### src/rtl/scan_decoder_pkg.sv
// scan_decoder_pkg: shared FSM state encoding and mode constants for scan_decoder.
// Latency: n/a (declarations only).
// Backpressure: n/a.
package scan_decoder_pkg;

  typedef enum logic [1:0] {
    ST_IDLE  = 2'd0,
    ST_DWELL = 2'd1,
    ST_BLANK = 2'd2
  } state_t;

  localparam logic MODE_MANUAL = 1'b0;
  localparam logic MODE_SCAN   = 1'b1;

endpackage

### src/rtl/binary_decoder.sv
// binary_decoder: combinational binary index to one-hot; indices >= OUTPUTS decode to all-zero.
// Latency: 0 cycles (pure combinational).
// Backpressure: none.
// Ports: sel (binary index in), onehot (decoded vector out).
module binary_decoder #(
  parameter int OUTPUTS       = 4,
  parameter int OUTPUTS_WIDTH = 2
) (
  input  logic [OUTPUTS_WIDTH-1:0] sel,
  output logic [OUTPUTS-1:0]       onehot
);

  always_comb begin
    onehot = '0;
    for (int i = 0; i < OUTPUTS; i++) begin
      onehot[i] = (sel == OUTPUTS_WIDTH'(i));
    end
  end

endmodule

### src/rtl/scan_decoder.sv
// scan_decoder: registered one-hot decoder with a manual mode (decode select) and a self-stepping scan mode.
// Latency: 1 cycle from en/select to out/index; scan holds each output div+1 cycles (+BLANK_CYCLES blanking).
// Backpressure: none; out is free-running, en low forces all outputs off and parks the FSM in IDLE.
// Ports: clk, rst_n (async active-low), en, mode (0 manual / 1 scan), select, div (dwell-1),
//        out (one-hot drive), index (current/next index), wrap (pulse on index wrap to 0).
// Build option: define SCAN_DECODER_BLANK_EN to insert BLANK_CYCLES all-off cycles between scan dwells.
module scan_decoder #(
  parameter int OUTPUTS       = 4,
  parameter int OUTPUTS_WIDTH = 2,
  parameter int DIV_WIDTH     = 16,
  parameter int BLANK_CYCLES  = 2
) (
  input  logic                     clk,
  input  logic                     rst_n,
  input  logic                     en,
  input  logic                     mode,
  input  logic [OUTPUTS_WIDTH-1:0] select,
  input  logic [DIV_WIDTH-1:0]     div,
  output logic [OUTPUTS-1:0]       out,
  output logic [OUTPUTS_WIDTH-1:0] index,
  output logic                     wrap
);

  import scan_decoder_pkg::*;

  localparam logic [OUTPUTS_WIDTH-1:0] LAST_IDX = OUTPUTS_WIDTH'(OUTPUTS - 1);

  state_t                   state;
  logic [DIV_WIDTH-1:0]     dwell_cnt;
  logic                     dwell_end;
  logic [OUTPUTS_WIDTH-1:0] idx_adv;
  logic [OUTPUTS_WIDTH-1:0] idx_next;
  logic [OUTPUTS-1:0]       onehot_next;

`ifdef SCAN_DECODER_BLANK_EN
  localparam logic [7:0] BLANK_LAST = 8'(BLANK_CYCLES - 1);
  logic [7:0] blank_cnt;
`endif

  // >= rather than == so a div lowered below the running count ends the dwell at once.
  assign dwell_end = (state == ST_DWELL) && (dwell_cnt >= div);

  // An out-of-range index left over from manual mode also advances to 0.
  assign idx_adv = (index >= LAST_IDX) ? '0 : index + 1'b1;

  // Index that will be registered this edge; the decoder works on it so out
  // and index always change together.
  always_comb begin
    idx_next = index;
    if (en) begin
      if (mode == MODE_MANUAL) begin
        idx_next = select;
      end else if (dwell_end) begin
        idx_next = idx_adv;
      end
    end
  end

  binary_decoder #(
    .OUTPUTS       (OUTPUTS),
    .OUTPUTS_WIDTH (OUTPUTS_WIDTH)
  ) u_binary_decoder (
    .sel    (idx_next),
    .onehot (onehot_next)
  );

  always_ff @(posedge clk or negedge rst_n) begin
    if (!rst_n) begin
      state     <= ST_IDLE;
      out       <= '0;
      index     <= '0;
      wrap      <= 1'b0;
      dwell_cnt <= '0;
`ifdef SCAN_DECODER_BLANK_EN
      blank_cnt <= '0;
`endif
    end else if (!en) begin
      // index is deliberately kept so scanning resumes where it stopped.
      state     <= ST_IDLE;
      out       <= '0;
      wrap      <= 1'b0;
      dwell_cnt <= '0;
`ifdef SCAN_DECODER_BLANK_EN
      blank_cnt <= '0;
`endif
    end else if (mode == MODE_MANUAL) begin
      // Parking in DWELL with a zero count makes a later switch to scan
      // continue the current output as a fresh dwell.
      state     <= ST_DWELL;
      index     <= idx_next;
      out       <= onehot_next;
      wrap      <= 1'b0;
      dwell_cnt <= '0;
`ifdef SCAN_DECODER_BLANK_EN
      blank_cnt <= '0;
`endif
    end else begin
      wrap <= 1'b0;
      case (state)
        ST_DWELL: begin
          if (dwell_end) begin
            index     <= idx_next;
            wrap      <= (index >= LAST_IDX);
            dwell_cnt <= '0;
`ifdef SCAN_DECODER_BLANK_EN
            state     <= ST_BLANK;
            out       <= '0;
            blank_cnt <= '0;
`else
            out       <= onehot_next;
`endif
          end else begin
            dwell_cnt <= dwell_cnt + 1'b1;
            out       <= onehot_next;
          end
        end
`ifdef SCAN_DECODER_BLANK_EN
        ST_BLANK: begin
          // index already points at the next output; light it when blanking is done.
          if (blank_cnt >= BLANK_LAST) begin
            state     <= ST_DWELL;
            out       <= onehot_next;
            blank_cnt <= '0;
          end else begin
            blank_cnt <= blank_cnt + 1'b1;
          end
        end
`endif
        default: begin
          state     <= ST_DWELL;
          out       <= onehot_next;
          dwell_cnt <= '0;
        end
      endcase
    end
  end

endmodule

### config.mk
export PLATFORM = sky130hd
export DESIGN_NAME = scan_decoder
export DESIGN_NICKNAME = d
export VERILOG_FILES = /design/src/rtl/scan_decoder_pkg.sv /design/src/rtl/binary_decoder.sv /design/src/rtl/scan_decoder.sv
export SDC_FILE = /design/constraint.sdc
export NUM_CORES = 1
export LEC_CHECK = 0
export BUFFER_PORTS_ARGS = -buffer_cell sky130_fd_sc_hd__buf_2
export CORE_AREA = 3 3 67 69
export DETAILED_ROUTE_END_ITERATION = 7
export DIE_AREA = 0 0 70 72
export PLACE_DENSITY = 0.7
export SYNTH_ARGS = -nofsm -noshare
export SYNTH_HDL_FRONTEND = slang
export SYNTH_HIERARCHICAL = 1
export SYNTH_SLANG_ARGS = --single-unit
### constraint.sdc
create_clock -name clk -period 2.65 [get_ports clk]
set_input_delay 0.3975 -clock clk [delete_from_list [all_inputs] [get_ports clk]]
set_output_delay 0.3975 -clock clk [all_outputs]
set_load 0.02 [all_outputs]
==> results of run 1 <==
## stage by stage
stage | hold WS [ns] | util | cell area [sq um] | std cells | setup slack [ns]
6_report | 0.0962 | 0.467 | 1850 | 250 | 0.116
5_1_grt | 0.132 | 0.467 | 1850 | 250 | 0.0184
4_1_cts | 0.112 | 0.467 | 1850 | 250 | 0.122
3_5_place_dp | 0.408 | 0.449 | 1780 | 246 | 0.122
3_3_place_gp | 0.406 | 0.449 | 1780 | 246 | 0.175
2_1_floorplan | 0.102 | - | 1580 | 168 | 0.343
## worst register-to-register path: cells and delay by family, from the launching register on
kind	cells	cell delay (ns)
and+or+nand+nor	4	0.88
AOI/OAI and AO/OA	3	0.74
DFF	1	0.45
adders and majority gates	1	0.37
## final cells by class
type / count / share of cell area
clock inverter: 1 / 0.0162
clock buffer: 3 / 0.0223
sequential: 24 / 0.324
inverter: 21 / 0.0425
tap: 50 / 0.0337
timing repair buffer: 30 / 0.0837
multi-input combinational: 121 / 0.478
## synthesized netlist by cell type (2+ instances only)
library cell	n
and2_1	4
a21oi_1	4
nand4_1	5
nor3_1	4
nand3_1	9
nor2b_1	2
o211ai_1	6
inv_1	21
and3_1	2
xnor2_1	11
xor2_1	3
dfrtp_1	24
nand2_1	9
nor2_1	23
ha_1	18
nand2b_1	2
## layer usage
layer | GRT usage | up-vias | wire length, um
met2 | 0.207 | 28 | 1440
li1 | - | 637 | -
met1 | 0.153 | 581 | 1340
met4 | 0.0191 | 0 | 20
met3 | 0.0263 | 2 | 113
met5 | 0 | - | 0
## cell families after synthesis
logic type	Yosys count
AOI/OAI and AO/OA	21
xor gates and xnor gates	14
adders and majority gates	18
buffers and inverters	23
DFF	24
and+or+nand+nor	68
## placed cells by master (no fill, tap or decap), types with 2 or more instances in the layout
cell	count
a21oi_1	4
and2_1	4
and3_1	2
buf_2	28
buf_4	2
clkbuf_8	3
dfrtp_1	24
ha_1	18
inv_1	21
nand2_1	9
nand2b_1	2
nand3_1	9
nand4_1	5
nor2_1	23
nor2b_1	2
nor3_1	4
o211ai_1	6
xnor2_1	11
xor2_1	3
## state kept, by name, indices dropped and copies added, names as in the netlist
name,count
dwell_cnt,16
out,4
index,2
state,1
wrap,1
## power by group through the flow
stage	combinational, mW	clock (mW)	sequential [mW]
finish	0.105	0.313	0.382
floorplan	0.0534	0	0.400
CTS	0.107	0.320	0.382
detailed placement	0.105	0	0.389
global placement	0.104	0	0.389
global route	0.119	0.332	0.383
## path summary, 6_finish.rpt
path	start	endpoint	slack, ns	cells past startpoint
worst max-delay path	dwell_cnt[7]	out[2]	0.12	8
worst min-delay path	rst_n	out[0]	0.1	1
worst max register to register	dwell_cnt[7]	out[2]	0.12	8
worst min register to register	dwell_cnt[15]	dwell_cnt[15]	0.57	2
max in group asynchronous	rst_n	dwell_cnt[0]	2.20	1
min in group clk	en	state[0]	0.32	1
==> results.sh, run 1 <==
export IMPL_yosysSeqAreaShare=0.379
export IMPL_vdd_ir_drop_max_v=0.000378
export IMPL_required_ns=2.81
export IMPL_syn_area_per_cell_sq_um=9.43
export IMPL_core_area_sq_um=3970
export IMPL_grt_max_degree=25
export IMPL_crit_fanout=5
export IMPL_finalSetupTns_ns=0
export IMPL_cp_slowest_cell="dfrtp_1"
export IMPL_synth_top_cell_area_share=0.379
export IMPL_rsz0062_at_grt="false"
export IMPL_antenna_cells=0
export IMPL_p_sw_uw=177
export IMPL_synth_xor_area_frac=0.0774
export IMPL_fin_crit_ns=2.53
export IMPL_synth_compound_area_frac=0.120
export IMPL_vias=1248
export IMPL_status="complete, no violations"
export IMPL_ys_seq_elements=24
export IMPL_syn2layout_area_growth_pct=17.1
export IMPL_p_leak_nw=0.888
export IMPL_clk_pin_slew_ns=0.08
export IMPL_grt_usage=0.118
export IMPL_cts_tree="built"
export IMPL_cp_data_arrival_time_ns=2.69
export IMPL_grt_ovfl_total=0
export IMPL_ys_flop_type="dfrtp_1"
export IMPL_clkPwrFrac=0.392
export IMPL_fp_dieH_um=72
export IMPL_start_util=0.399
export IMPL_yosysWarningCount=6
export IMPL_dieWidth_um=70
export IMPL_crit_chain="ha_1 -> nand3_1 -> or3_1 -> o311a_4 -> a21oi_4 -> o211ai_1 -> and2b_2 -> and2_1"
export IMPL_regArea_sq_um=601
export IMPL_finalPower_uw=800
export IMPL_netSwitchingFraction=0.221
export IMPL_maxSlewHeadroom=0.656
export IMPL_hp_class="in2async"
export IMPL_cts_root_buf="clkbuf_8"
export IMPL_viasPerCell=4.99
export IMPL_async_flop_share=1.00
export IMPL_setup_viol=0
export IMPL_clkSinkCount=24
export IMPL_p_seq_frac=0.477
export IMPL_fillers=391
export IMPL_grt_pass1_wl_um=4930
export IMPL_multi_input_area_sq_um=886
export IMPL_synth_mux_area_frac=0
export IMPL_period_share=0.956
export IMPL_clock_fmax_ghz=0.395
export IMPL_final_nets=241
export IMPL_ant_nets=0
export IMPL_synth_area_leaders="dfrtp_1 (38%), ha_1 (14%), xnor2_1 (6.1%), nor2_1 (5.5%), inv_1 (5.0%)"
export IMPL_tightest_slew_ns=0.516
export IMPL_power_density_nw_per_um2=431
export IMPL_syn_cell_area_sq_um=1580
export IMPL_drc=0
export IMPL_wl_per_cell_um=11.7
export IMPL_cts_resized=0
export IMPL_synth_edff_count=0
export IMPL_maxSlewViolCount=0
export IMPL_finalHoldViolations=0
export IMPL_fin_skew_ns=0.00481
export IMPL_drive_above_1_share=0.210
export IMPL_ctsHoldBuffers=0
export IMPL_hpwlAfterDp_um=2280
export IMPL_drt_pass1_iterations=4
export IMPL_crit_path_max_incr_delay_ns=0.45
export IMPL_critPathCaptureType="flop"
export IMPL_antenna_found_initial=0
export IMPL_yosysTopAreaCell="dfrtp_1"
export IMPL_synth_fp_nets=208
export IMPL_synth_top_family_by_area="simple AND/OR/NAND/NOR gates"
export IMPL_worst_path_buf_inv=0
export IMPL_power_internal_uw=623
export IMPL_synth_cell_types=37
export IMPL_cp_top_family="simple AND/OR/NAND/NOR gates"
export IMPL_syn_inst=168
export IMPL_num_rows=23
export IMPL_cts_max_level=1
export IMPL_drv_cap=0
export IMPL_portBuffers=28
export IMPL_clkLatencyLatePin_ns=0.26
export IMPL_synth_adder_area_share=0.142
export IMPL_combPwrFrac=0.131
export IMPL_grt_pass1_vias=1160
export IMPL_yosys_area_share_simple=0.220
export IMPL_die_area_sq_um=5040
export IMPL_cts_buffers=3
export IMPL_drtIter0Drc=38
export IMPL_critical_path_startpoint_type="flop"
export IMPL_postCtsSetupBuffers=0
export IMPL_gp_congestion=0.776
export IMPL_criticalPathCategory="reg2reg"
export IMPL_finalWirelength_um=2920
export IMPL_pin_count=29
export IMPL_cts_buffer_depth=2
Note: power is estimated with default switching activity, not from simulation.
==> run 2: changes to the inputs <==
- clock period: 2.65 -> 2.46 ns (I/O delays scaled with it)
==> run 2 against run 1 <==
Hold slack worse by 0.030 ns. Via count is 0.16% higher. Combinational power is 15% higher. Non-clock buffer count is 7 higher. Maximum frequency is 5.7% higher. Largest cell class unchanged.
==> results.sh, run 2 (synthesis results as in run 1) <==
export IMPL_status="complete, no violations"
export IMPL_antenna_found_initial=0
export IMPL_combPwrFrac=0.152
export IMPL_ant_nets=0
export IMPL_fin_skew_ns=0.00459
export IMPL_p_seq_frac=0.516
export IMPL_drv_cap=0
export IMPL_criticalPathCategory="reg2reg"
export IMPL_num_rows=23
export IMPL_vdd_ir_drop_max_v=0.000429
export IMPL_crit_fanout=4
export IMPL_cts_buffers=3
export IMPL_cts_buffer_depth=2
export IMPL_portBuffers=28
export IMPL_instances_no_fill=257
export IMPL_grt_use_met3=0.0277
export IMPL_layout_common_cells="buf_2 (28), nor2_1 (23), dfrtp_1 (23)"
export IMPL_cts_tree="built"
export IMPL_grt_pass1_vias=1174
export IMPL_top_register="dwell_cnt"
export IMPL_cp_data_arrival_time_ns=2.55
export IMPL_vias=1250
export IMPL_drive_above_1_share=0.280
export IMPL_maxSlewViolCount=0
export IMPL_required_ns=2.62
export IMPL_rr_endpoint="out[2]"
export IMPL_r2r_slack_ns=0.06
export IMPL_die_area_sq_um=5040
export IMPL_top_usage_layer="met2"
export IMPL_dieWidth_um=70
export IMPL_met1_usage=0.169
export IMPL_antenna_cells=0
export IMPL_drt_pass1_iterations=6
export IMPL_drc=0
export IMPL_clkLatencyLatePin_ns=0.26
export IMPL_crit_end="out[2]"
export IMPL_ctsHoldBuffers=0
export IMPL_clkPwrFrac=0.332
export IMPL_finalWirelength_um=3030
export IMPL_fin_ws_ns=0.0634
export IMPL_largest_registers="dwell_cnt x16, out x4, index x2"
export IMPL_use_met2=0.209
export IMPL_final_nets=248
export IMPL_start_util=0.399
export IMPL_grt_ovfl_total=0
export IMPL_critical_path_startpoint_type="flop"
export IMPL_timing_rr_start="dwell_cnt[5]"
export IMPL_drtIter0Drc=24
export IMPL_tightest_slew_ns=0.513
export IMPL_core_area_sq_um=3970
export IMPL_syn2layout_area_growth_pct=23.1
export IMPL_setup_viol=0
export IMPL_cts_root_buf="clkbuf_8"
export IMPL_fillers=385
export IMPL_gp_congestion=0.780
export IMPL_clkSinkCount=24
export IMPL_rsz0062_at_grt="true"
export IMPL_maxSlewHeadroom=0.658
export IMPL_ff2ff_path_depth=8
export IMPL_clk_pin_slew_ns=0.08
export IMPL_wl_per_cell_um=11.8
export IMPL_clock_fmax_ghz=0.417
export IMPL_largest_reg_flops=16
export IMPL_viasPerCell=4.86
export IMPL_finalHoldViolations=0
export IMPL_critPathCaptureType="flop"
export IMPL_grt_max_degree=25
export IMPL_grt_pass1_wl_um=5200
export IMPL_fin_crit_ns=2.40
export IMPL_period_share=0.974
export IMPL_crit_path_start="dwell_cnt[5]"
export IMPL_crit_chain="ha_4 -> nand3_1 -> or3_4 -> o311a_4 -> a21oi_4 -> o211ai_1 -> and2b_2 -> and2_1"
export IMPL_p_sw_uw=194
export IMPL_finalPower_uw=796
export IMPL_place_ws_ns=-0.0278
export IMPL_worst_path_buf_inv=0
export IMPL_power_internal_uw=602
export IMPL_cp_slowest_cell="dfrtp_2"
export IMPL_hp_class="in2async"
export IMPL_dp_cells=251
export IMPL_fp_dieH_um=72
export IMPL_cp_depth=8
export IMPL_cts_max_level=1
export IMPL_grt_usage=0.126
export IMPL_cp_top_family="simple AND/OR/NAND/NOR gates"
export IMPL_netSwitchingFraction=0.244
export IMPL_layout_commonest_cell="buf_2"
export IMPL_power_density_nw_per_um2=408
export IMPL_crit_path_max_incr_delay_ns=0.45
export IMPL_p_leak_nw=0.925
export IMPL_pin_count=29
export IMPL_hpwlAfterDp_um=2330
-- run 2: final cells by class --
cell class / instances / area, sq um / area share
clock buffers: 4 / 55.1 / 0.0282
inverters: 21 / 78.8 / 0.0404
well taps: 50 / 62.6 / 0.0321
multi-input cells: 121 / 943 / 0.484
repair buffers: 37 / 208 / 0.107
flip-flops and latches: 24 / 602 / 0.309
-- run 2: power groups by stage --
| stage | clock network [mW] | logic (mW) | registers (mW) |
|---|---|---|---|
| finish | 0.264 | 0.121 | 0.411 |
| global route | 0.285 | 0.138 | 0.413 |
| CTS | 0.271 | 0.116 | 0.411 |
| global placement | 0 | 0.114 | 0.419 |
| detailed placement | 0 | 0.116 | 0.419 |
| floorplan | 0 | 0.0576 | 0.430 |
-- run 2: per-layer routing --
metal,vias to the layer above,wire length [um]
met4,0,23
met3,2,122
met1,569,1430
li1,651,-
met2,28,1460
met5,-,0
-- run 2: worst min-delay path by stage --
stage | to | depth (start not counted)
2_1_floorplan | dwell_cnt[0] | 0
3_3_place_gp | out[0] | 1
3_5_place_dp | out[0] | 1
4_1_cts | dwell_cnt[14] | 1
5_1_grt | dwell_cnt[0] | 1
6_report | dwell_cnt[14] | 1
-- run 2: stage by stage --
stage | instance area (sq um) | setup TNS (ns) | hold slack (ns) | utilization
6_report | 1950 | 0 | 0.0665 | 0.491
5_1_grt | 1950 | -0.0807 | 0.104 | 0.491
4_1_cts | 1880 | 0 | 0.0857 | 0.472
3_5_place_dp | 1820 | -0.0484 | 0.378 | 0.458
3_3_place_gp | 1820 | 0 | 0.376 | 0.458
2_1_floorplan | 1580 | 0 | 0.0734 | -
-- run 2: what timing repair did --
action | in CTS | in global routing
endpoints found under the setup margin | 0 | 3
setup buffers | 0 | 2
gates resized for setup | 0 | 9
==> run 3: changes to the inputs <==
- PLACE_DENSITY: 0.7 -> 0.72
- clock period: 2.46 -> 1.96 ns (I/O delays scaled with it)
==> run 3 against run 2 <==
The flow now finishes with violations (negative setup slack). Core utilization is 6.0 points higher. Critical path depth is 2 higher. Routed wire length is 20% higher. Critical path type unchanged.
==> results.sh, run 3 (synthesis results as in run 1) <==
export IMPL_crit_fanout=4
export IMPL_cts_root_buf="clkbuf_8"
export IMPL_rr_endpoint="out[2]"
export IMPL_rsz0062_at_grt="true"
export IMPL_place_ws_ns=-0.362
export IMPL_fin_ws_ns=-0.329
export IMPL_clkSinkCount=24
export IMPL_syn2layout_area_growth_pct=38.0
export IMPL_final_nets=271
export IMPL_critical_path_startpoint_type="flop"
export IMPL_ant_nets=0
export IMPL_vias=1386
export IMPL_drive_above_1_share=0.384
export IMPL_num_rows=23
export IMPL_clock_fmax_ghz=0.437
export IMPL_status="finished with violations"
export IMPL_period_share=1.17
export IMPL_required_ns=2.12
export IMPL_maxSlewViolCount=0
export IMPL_cts_tree="built"
export IMPL_finalPower_uw=980
export IMPL_grt_pass1_wl_um=5620
export IMPL_fillers=328
export IMPL_drt_pass1_iterations=5
export IMPL_dieWidth_um=70
export IMPL_power_density_nw_per_um2=448
export IMPL_maxSlewHeadroom=0.628
export IMPL_drc=0
export IMPL_cts_max_level=1
export IMPL_criticalPathCategory="reg2reg"
export IMPL_fp_dieH_um=72
export IMPL_instances_no_fill=279
export IMPL_finalHoldViolations=0
export IMPL_vdd_ir_drop_max_v=0.000232
export IMPL_grt_pass1_vias=1293
export IMPL_hpwlAfterDp_um=2470
export IMPL_portBuffers=28
export IMPL_tightest_slew_ns=0.558
export IMPL_hp_class="in2async"
export IMPL_cts_buffer_depth=2
export IMPL_fin_util=0.550
export IMPL_grt_max_degree=25
export IMPL_fin_crit_ns=2.29
export IMPL_cp_data_arrival_time_ns=2.45
export IMPL_grt_usage=0.137
export IMPL_largest_reg_flops=16
export IMPL_core_area_sq_um=3970
export IMPL_drv_cap=0
export IMPL_dp_cells=267
export IMPL_multi_input_area_sq_um=1030
export IMPL_viasPerCell=4.97
export IMPL_die_area_sq_um=5040
export IMPL_gp_congestion=0.838
export IMPL_setup_viol=22
export IMPL_regArea_sq_um=601
export IMPL_dpl_cell_area_sq_um=1980
export IMPL_antenna_cells=0
export IMPL_grt_ovfl_total=0
export IMPL_layout_commonest_cell="buf_4"
export IMPL_p_leak_nw=1.07
export IMPL_wl_per_cell_um=13.1
export IMPL_ff2ff_path_depth=10
export IMPL_final_area_sq_um=2190
export IMPL_finalWirelength_um=3650
export IMPL_violations="negative setup slack"
export IMPL_r2r_slack_ns=-0.33
export IMPL_largest_registers="dwell_cnt x16, out x4, index x2"
export IMPL_pin_count=29
export IMPL_antenna_found_initial=0
export IMPL_clk_pin_slew_ns=0.09
export IMPL_whs_ns=0.0132
export IMPL_clkLatencyLatePin_ns=0.26
export IMPL_start_util=0.399
export IMPL_critPathCaptureType="flop"
export IMPL_cts_buffers=3
export IMPL_top_register="dwell_cnt"
export IMPL_timing_rr_start="dwell_cnt[0]"
export IMPL_fin_skew_ns=0.00402
export IMPL_layout_common_cells="buf_4 (30), buf_2 (28), dfrtp_1 (24)"
export IMPL_finalSetupTns_ns=-2.40
export IMPL_drtIter0Drc=41
[run 3: how the worst max path moves through the flow]
stage,endpoint,start,depth (start not counted),slack (ns)
global placement,out[2],div[5],10,-0.32
global route,out[2],dwell_cnt[15],8,-0.45
finish,out[2],dwell_cnt[0],10,-0.33
CTS,out[2],dwell_cnt[6],8,-0.31
floorplan,out[2],dwell_cnt[7],8,-0.29
detailed placement,out[2],div[5],10,-0.36
[run 3: area by class of cell]
class,count,share of cell area
multi-input cells,122,0.469
flip-flops and latches,24,0.275
repair buffers,59,0.172
inverters,21,0.0361
well taps,50,0.0286
clock buffers,3,0.0189
[run 3: worst max-delay path, cell delays in order (launching register included)]
cell and delay [ns]:
dfrtp_1 0.40, inv_2 0.08, ha_4 0.19, nand2b_4 0.14, a2111oi_4 0.28, buf_4 0.18
o311ai_4 0.11, o211ai_1 0.26, o211ai_1 0.19, and2b_2 0.23, and2_4 0.12
[run 3: power by group]
part | internal, mW | switching (mW)
clock network | 0.137 | 0.154
logic | 0.0784 | 0.0940
registers | 0.508 | 0.00873
[run 3: routing by layer]
layer  vias to the layer above  global-route usage  wire [um]
met2                        28               0.250       1880
li1                        698                   -          -
met3                         6              0.0180        113
met4                         0              0.0277         48
met5                         -                   0          0
met1                       654               0.173       1610
[run 3: timing repair]
action / in CTS / in global routing
pin swaps: 2 / 6
buffers inserted: 5 / 3
hold buffers: 0 / 0
setup endpoints to repair: 22 / 23
gates resized for setup: 9 / 8
cloned: 1 / 0
